[src/rtl/circular_deconvolution.sv]
// ============================================================================
// circular_deconvolution: recovers A from Y = A (*) B by recursive division.
// Optional tail-residual check enabled by DECONV_RESIDUAL_CHECK_EN.
// Rev 1.0
// ============================================================================
`default_nettype none

module circular_deconvolution #(
   parameter int SIZE_N = 4,
   parameter int SIZE_M = 4,
   parameter int WIDTH  = 8
) (
   input  logic                                   clk,
   input  logic                                   reset,
   input  logic                                   start,
   input  logic [SIZE_M-1:0][WIDTH-1:0]           B,
   input  logic [SIZE_N+SIZE_M-2:0][2*WIDTH-1:0]  Y,
   output logic [SIZE_N-1:0][2*WIDTH-1:0]         A,
   output logic                                   busy,
   output logic                                   done,
   output logic                                   div_zero,
   output logic                                   inexact,
   output logic                                   ovf,
   output logic                                   mismatch
);

   localparam int c_AW = 3*WIDTH + $clog2(SIZE_M) + 1;
   localparam int c_PW = 3*WIDTH;
   localparam int c_YN = SIZE_N + SIZE_M - 1;
   localparam int c_IW = $clog2(c_YN + 1);

   localparam logic [c_IW-1:0] c_MLAST = c_IW'(SIZE_M - 1);
   localparam logic [c_IW-1:0] c_NLAST = c_IW'(SIZE_N - 1);
   localparam logic signed [c_AW-1:0] c_QMAX = c_AW'((2**(2*WIDTH-1)) - 1);
   localparam logic signed [c_AW-1:0] c_QMIN = -c_QMAX - c_AW'(1);

`ifdef DECONV_RESIDUAL_CHECK_EN
   localparam logic [c_IW-1:0] c_YLAST = c_IW'(c_YN - 1);
   typedef enum logic [2:0] {
      IDLE = 3'd0, INIT = 3'd1, MAC = 3'd2, DIV = 3'd3,
      CHK_INIT = 3'd4, CHK_MAC = 3'd5, CHK_CMP = 3'd6
   } state_t;
`else
   typedef enum logic [2:0] {
      IDLE = 3'd0, INIT = 3'd1, MAC = 3'd2, DIV = 3'd3
   } state_t;
`endif

   state_t r_state, w_state_nxt;

   logic [SIZE_M-1:0][WIDTH-1:0]     r_b;
   logic [c_YN-1:0][2*WIDTH-1:0]     r_y;
   logic [SIZE_N-1:0][2*WIDTH-1:0]   r_a;
   logic signed [c_AW-1:0]           r_acc;
   logic [c_IW-1:0]                  r_k, r_i;
   logic                             r_busy, r_done, r_div_zero, r_inexact, r_ovf;

   logic signed [WIDTH-1:0]          w_bsel;
   logic signed [2*WIDTH-1:0]        w_asel, w_ysel, w_qsat;
   logic [c_IW-1:0]                  w_j, w_lim;
   logic signed [c_PW-1:0]           w_prod;
   logic signed [c_AW-1:0]           w_mac, w_b0, w_quo, w_rem;
   logic                             w_sat_hi, w_sat_lo;

   // Variable-index selects written as compare loops so index widths stay exact
   always_comb begin
      w_j    = r_k - r_i;
      w_bsel = '0;
      w_asel = '0;
      w_ysel = '0;
      for (int j = 0; j < SIZE_M; j++)
         if (r_i == c_IW'(j)) w_bsel = r_b[j];
      for (int j = 0; j < SIZE_N; j++)
         if (w_j == c_IW'(j)) w_asel = r_a[j];
      for (int j = 0; j < c_YN; j++)
         if (r_k == c_IW'(j)) w_ysel = r_y[j];
   end

   assign w_prod   = c_PW'(w_bsel) * c_PW'(w_asel);
   assign w_mac    = r_acc - c_AW'(w_prod);
   assign w_lim    = (r_k < c_MLAST) ? r_k : c_MLAST;
   assign w_b0     = c_AW'($signed(r_b[0]));
   assign w_quo    = r_acc / w_b0;
   assign w_rem    = r_acc % w_b0;
   assign w_sat_hi = (w_quo > c_QMAX);
   assign w_sat_lo = (w_quo < c_QMIN);
   assign w_qsat   = w_sat_hi ? c_QMAX[2*WIDTH-1:0] :
                     w_sat_lo ? c_QMIN[2*WIDTH-1:0] : w_quo[2*WIDTH-1:0];

   always_ff @(posedge clk or posedge reset) begin
      if (reset) r_state <= IDLE;
      else       r_state <= w_state_nxt;
   end

   always_comb begin
      w_state_nxt = r_state;
      case (r_state)
         IDLE:     if (start && (B[0] != '0)) w_state_nxt = INIT;
         INIT:     w_state_nxt = (r_k == '0) ? DIV : MAC;
         MAC:      if (r_i == w_lim) w_state_nxt = DIV;
`ifdef DECONV_RESIDUAL_CHECK_EN
         DIV:      w_state_nxt = (r_k == c_NLAST) ? CHK_INIT : INIT;
         CHK_INIT: w_state_nxt = CHK_MAC;
         CHK_MAC:  if (r_i == c_MLAST) w_state_nxt = CHK_CMP;
         CHK_CMP:  w_state_nxt = (r_k == c_YLAST) ? IDLE : CHK_INIT;
`else
         DIV:      w_state_nxt = (r_k == c_NLAST) ? IDLE : INIT;
`endif
         default:  w_state_nxt = IDLE;
      endcase
   end

`ifdef DECONV_RESIDUAL_CHECK_EN
   logic r_mismatch;
`endif

   always_ff @(posedge clk or posedge reset) begin
      if (reset) begin
         r_b        <= '0;
         r_y        <= '0;
         r_a        <= '0;
         r_acc      <= '0;
         r_k        <= '0;
         r_i        <= '0;
         r_busy     <= 1'b0;
         r_done     <= 1'b0;
         r_div_zero <= 1'b0;
         r_inexact  <= 1'b0;
         r_ovf      <= 1'b0;
`ifdef DECONV_RESIDUAL_CHECK_EN
         r_mismatch <= 1'b0;
`endif
      end else begin
         r_done <= 1'b0;
         case (r_state)
            IDLE: begin
               if (start) begin
                  r_b        <= B;
                  r_y        <= Y;
                  r_a        <= '0;
                  r_k        <= '0;
                  r_inexact  <= 1'b0;
                  r_ovf      <= 1'b0;
`ifdef DECONV_RESIDUAL_CHECK_EN
                  r_mismatch <= 1'b0;
`endif
                  // A zero leading tap ends the run on the latch edge itself
                  r_div_zero <= (B[0] == '0);
                  r_done     <= (B[0] == '0);
                  r_busy     <= (B[0] != '0);
               end
            end
            INIT: begin
               r_acc <= c_AW'(w_ysel);
               r_i   <= c_IW'(1);
            end
            MAC: begin
               r_acc <= w_mac;
               r_i   <= r_i + 1'b1;
            end
            DIV: begin
               for (int j = 0; j < SIZE_N; j++)
                  if (r_k == c_IW'(j)) r_a[j] <= w_qsat;
               if (w_rem != '0) r_inexact <= 1'b1;
               if (w_sat_hi || w_sat_lo) r_ovf <= 1'b1;
               r_k <= r_k + 1'b1;
`ifndef DECONV_RESIDUAL_CHECK_EN
               if (r_k == c_NLAST) begin
                  r_done <= 1'b1;
                  r_busy <= 1'b0;
               end
`endif
            end
`ifdef DECONV_RESIDUAL_CHECK_EN
            CHK_INIT: begin
               r_acc <= c_AW'(w_ysel);
               r_i   <= r_k - c_NLAST;
            end
            CHK_MAC: begin
               r_acc <= w_mac;
               r_i   <= r_i + 1'b1;
            end
            CHK_CMP: begin
               if (r_acc != '0) r_mismatch <= 1'b1;
               r_k <= r_k + 1'b1;
               if (r_k == c_YLAST) begin
                  r_done <= 1'b1;
                  r_busy <= 1'b0;
               end
            end
`endif
            default: ;
         endcase
      end
   end

   assign A        = r_a;
   assign busy     = r_busy;
   assign done     = r_done;
   assign div_zero = r_div_zero;
   assign inexact  = r_inexact;
   assign ovf      = r_ovf;
`ifdef DECONV_RESIDUAL_CHECK_EN
   assign mismatch = r_mismatch;
`else
   assign mismatch = 1'b0;
`endif

endmodule

`default_nettype wire

[config.mk]
export PLATFORM = sky130hd
export DESIGN_NAME = circular_deconvolution
export DESIGN_NICKNAME = d
export VERILOG_FILES = /design/src/rtl/circular_deconvolution.sv
export SDC_FILE = /design/constraint.sdc
export NUM_CORES = 2
export LEC_CHECK = 0
export CAP_MARGIN = 40
export CORE_UTILIZATION = 55
export DETAILED_ROUTE_END_ITERATION = 12
export HOLD_SLACK_MARGIN = 0.03
export PLACE_DENSITY_LB_ADDON = 0.1
export SYNTH_ARGS = -nofsm -noshare
export SYNTH_HDL_FRONTEND = slang
export SYNTH_SLANG_ARGS = --single-unit
[constraint.sdc]
create_clock -name clk -period 117.8 [get_ports clk]
set_clock_uncertainty 0.2 [all_clocks]
set_input_delay 23.56 -clock clk [delete_from_list [all_inputs] [get_ports clk]]
set_output_delay 23.56 -clock clk [all_outputs]
set_load 0.005 [all_outputs]
==> results.md <==
* Post-CTS sizing at 0
* Initial core utilization at 55.8%
* Clk buf depth at 3
* Drt via density at around 6.4
* Status: finished clean
* CP bufs+invs at 21
* Critical path depth at approximately 240
* Clk Latency, worst-skew pair at 580 ps
* Flip-flop and latch count after synthesis at around 250
* Nets at 6268
* # Post-CTS Setup Buffers at 0
* Main synth FF type: dfrtp_1
* RR Endpoint: A[52]
* Post-synthesis async set-or-reset flop share at 100%
* Area of the multi-input gates at between 0.03 and 0.04 mm^2
* Tmin final at just over 70000 ps
* First-pass GRT wire length at around 230000 um
* Max Fanout on Critical Path at 35
* Largest net degree at the start of global routing at a little over 100
* Unrepaired setup endpoints after global routing: false
* Vias in the first global route at between 30000 and 40000
* Setup_tns at 0 ps
* Die Y at 275 um
* Crit path DAT at a little over 70000 ps
* Pre-antenna DRT Iters at 9
* Routed WL at about 150000 um
* DRC at 0
* Placed instance area at 0.0451 mm^2
* Initial drt markers at between 3000 and 4000
* Worst path top cell family by delay: compound AO/OA/AOI/OAI gates
* Area contributors post-synth: dfrtp_1, ha_1, fa_1
* R2r startpoint: r_acc[0]
* Final Hold Vio Count at 0
* Fmax at 0.0141 GHz
* Layout cells sized above 1 at 8.32%
* Critical path startpoint category: flop
* Register-to-register setup slack at between 40000 and 50000 ps
* Post-synth top area share at 15.2%
* Max-slew headroom at 33.3%
* Largest stage delay, worst path at around 900 ps
* Post-route ant nets at 0
* Port Buf Inserts at ~220
* Grt ovf at 0
* # clock sinks at about 250
* Mapped Cells at about 5200
* CTS tree: built
* Crit path max-delay cell type: a311oi_1
* Endpoint type of the worst setup path: flop
* CTS Buf Count at 26
* Reg area at ~0.0062 mm^2
* H-tree Lvls at 1
* HP Class: flop to flop
* Max_cap viols at 0
* Final Max Tran Viols at 0
* CP endpoint: A[52]
* FF-to-FF path depth at 238
* Boundary pin count at between 200 and 250
* CP Launch Point: r_acc[0]
* Part of the cycle the worst path needs at 60.1%
* Layout fillers at 6727
* Placer Congestion at roughly 1.1
* Reg clk slew, reported paths at ~70 ps
* Synth Cell Area at 0.0409 mm^2
* Drt wl/cell at 22.8 um
* Cell area after layout at roughly 0.046 mm^2
* Root Driver: clkbuf_16
* Most common cell on crit path: ha_1
* Vias at just over 40000
* Tot GR Track Use at 38.5%
* Total core area at about 0.073 mm^2
* # setup viols final at 0
* Critical path required time at ~120000 ps
* Syn avg cell area at around 8 um^2
* Area leader, netlist: dfrtp_1
* Netlist cell types at roughly 130
* Die Area at 0.0755 mm^2
* Hpwl dp at 120000 um
* Yosys warns at 0
* Initial antenna violation count at 2
* Row count at between 90 and 100
* EDFF count, synth at 0
* Register area share after synthesis at 15.2%
* Slew @ Worst Pin at 1000 ps
* Crit path kind: flop to flop
* Die W at about 270 um
* # hold bufs at CTS at 0
* P&R area growth vs syn at 12.4%
## worst min-delay path by stage
stage	startpoint	end	slack (ps)	cells after the start
2_1_floorplan	r_b[16]	r_b[16]	270	1
3_3_place_gp	busy	busy	260	2
3_5_place_dp	div_zero	div_zero	270	2
4_1_cts	div_zero	div_zero	280	2
5_1_grt	r_y[36]	r_y[36]	320	1
6_report	busy	busy	280	2
## state kept, by name, summed over array words and instances, names as in the netlist, 2 cells and up
register and flops:
r_y 112, r_k 3, r_i 3, r_acc 27, r_state 2, A 64
r_b 32
## cell usage after synthesis (all sizes together) (45+ instances only)
cell / n
a31oi: 73
buf: 45
nand4: 51
clkbuf: 163
a21oi: 415
o211ai: 63
mux2: 179
o21ai: 285
fa: 128
inv: 262
and2: 53
xor2: 120
nand3: 100
dfrtp: 248
o31ai: 47
nor2b: 56
nand2: 577
a211oi: 90
a21o: 144
or3: 60
nor2: 543
o21a: 94
ha: 456
xnor2: 209
nor3: 122
## layout by cell type (no fill, tap or decap), types with 23 or more instances in the layout
master,netlist,routed
a211o_1,23,23
a211oi_1,86,85
a21o_1,144,144
a21oi_1,413,411
a22oi_1,37,37
a31oi_1,72,71
and2_1,53,53
and3_1,40,40
buf_4,1,62
clkbuf_16,0,26
clkdlybuf4s50_1,0,215
conb_1,2,191
dfrtp_1,248,247
fa_1,128,128
ha_1,456,455
inv_1,261,260
mux2_2,179,179
mux2i_1,36,35
nand2_1,576,575
nand2b_1,40,40
nand3_1,100,100
nand4_1,50,50
nor2_1,542,541
nor2b_1,56,56
nor3_1,116,116
o211ai_1,61,61
o21a_1,94,94
o21ai_0,265,265
o21bai_1,37,37
o22ai_1,29,29
o31ai_1,40,40
or2_2,41,41
or3_1,59,59
xnor2_1,208,206
xor2_1,120,117
## layer usage
metal,track usage (%),part of all wire [%],vias up
li1,-,-,19500
met1,51.5,42,19900
met2,61.7,45,1823
met3,6.22,8.5,340
met4,15.5,4.7,4
met5,0,0.019,-
## worst reg2reg max path: cells and delay by family (launching register included)
family	cells	cell delay (ps)
flops	1	490
buf+inv	21	5430
simple gates	77	20660
xor+xnor	1	530
fa+ha+maj	29	9700
mux	3	1240
compound gates	107	32430
## final cells by class
type | instances | area share (%)
inverters | 263 | 2.16
clock buffers | 38 | 1.64
clock inverters | 7 | 0.220
repair buffers | 300 | 6.43
diodes | 1 | 0.00544
well taps | 959 | 2.61
flip-flops and latches | 248 | 13.5
multi-input cells | 4698 | 73.4
## kinds of logic after synthesis
family / Yosys count / share of synthesized area, %
mux: 223 / 6.25
simple gates: 1783 / 20.4
flops: 248 / 15.2
other cells: 2 / 0.0184
fa+ha+maj: 584 / 20.2
xor+xnor: 330 / 7.12
buf+inv: 471 / 4.42
compound gates: 1587 / 26.5
## stage by stage
stage               hold WS, ps  setup WS, ps  cells  utilization [%]
floorplan                   270         58510   5417                -
global placement            263         49250   6441             61.0
detailed placement          267         49230   6467             61.5
CTS                         281         48850   6512             62.7
global route                320         42770   6513             62.7
finish                      283         47020   6514             62.7
Power is not shown: default switching activity piles up to over one toggle a cycle in this logic, so the estimate is an artifact.
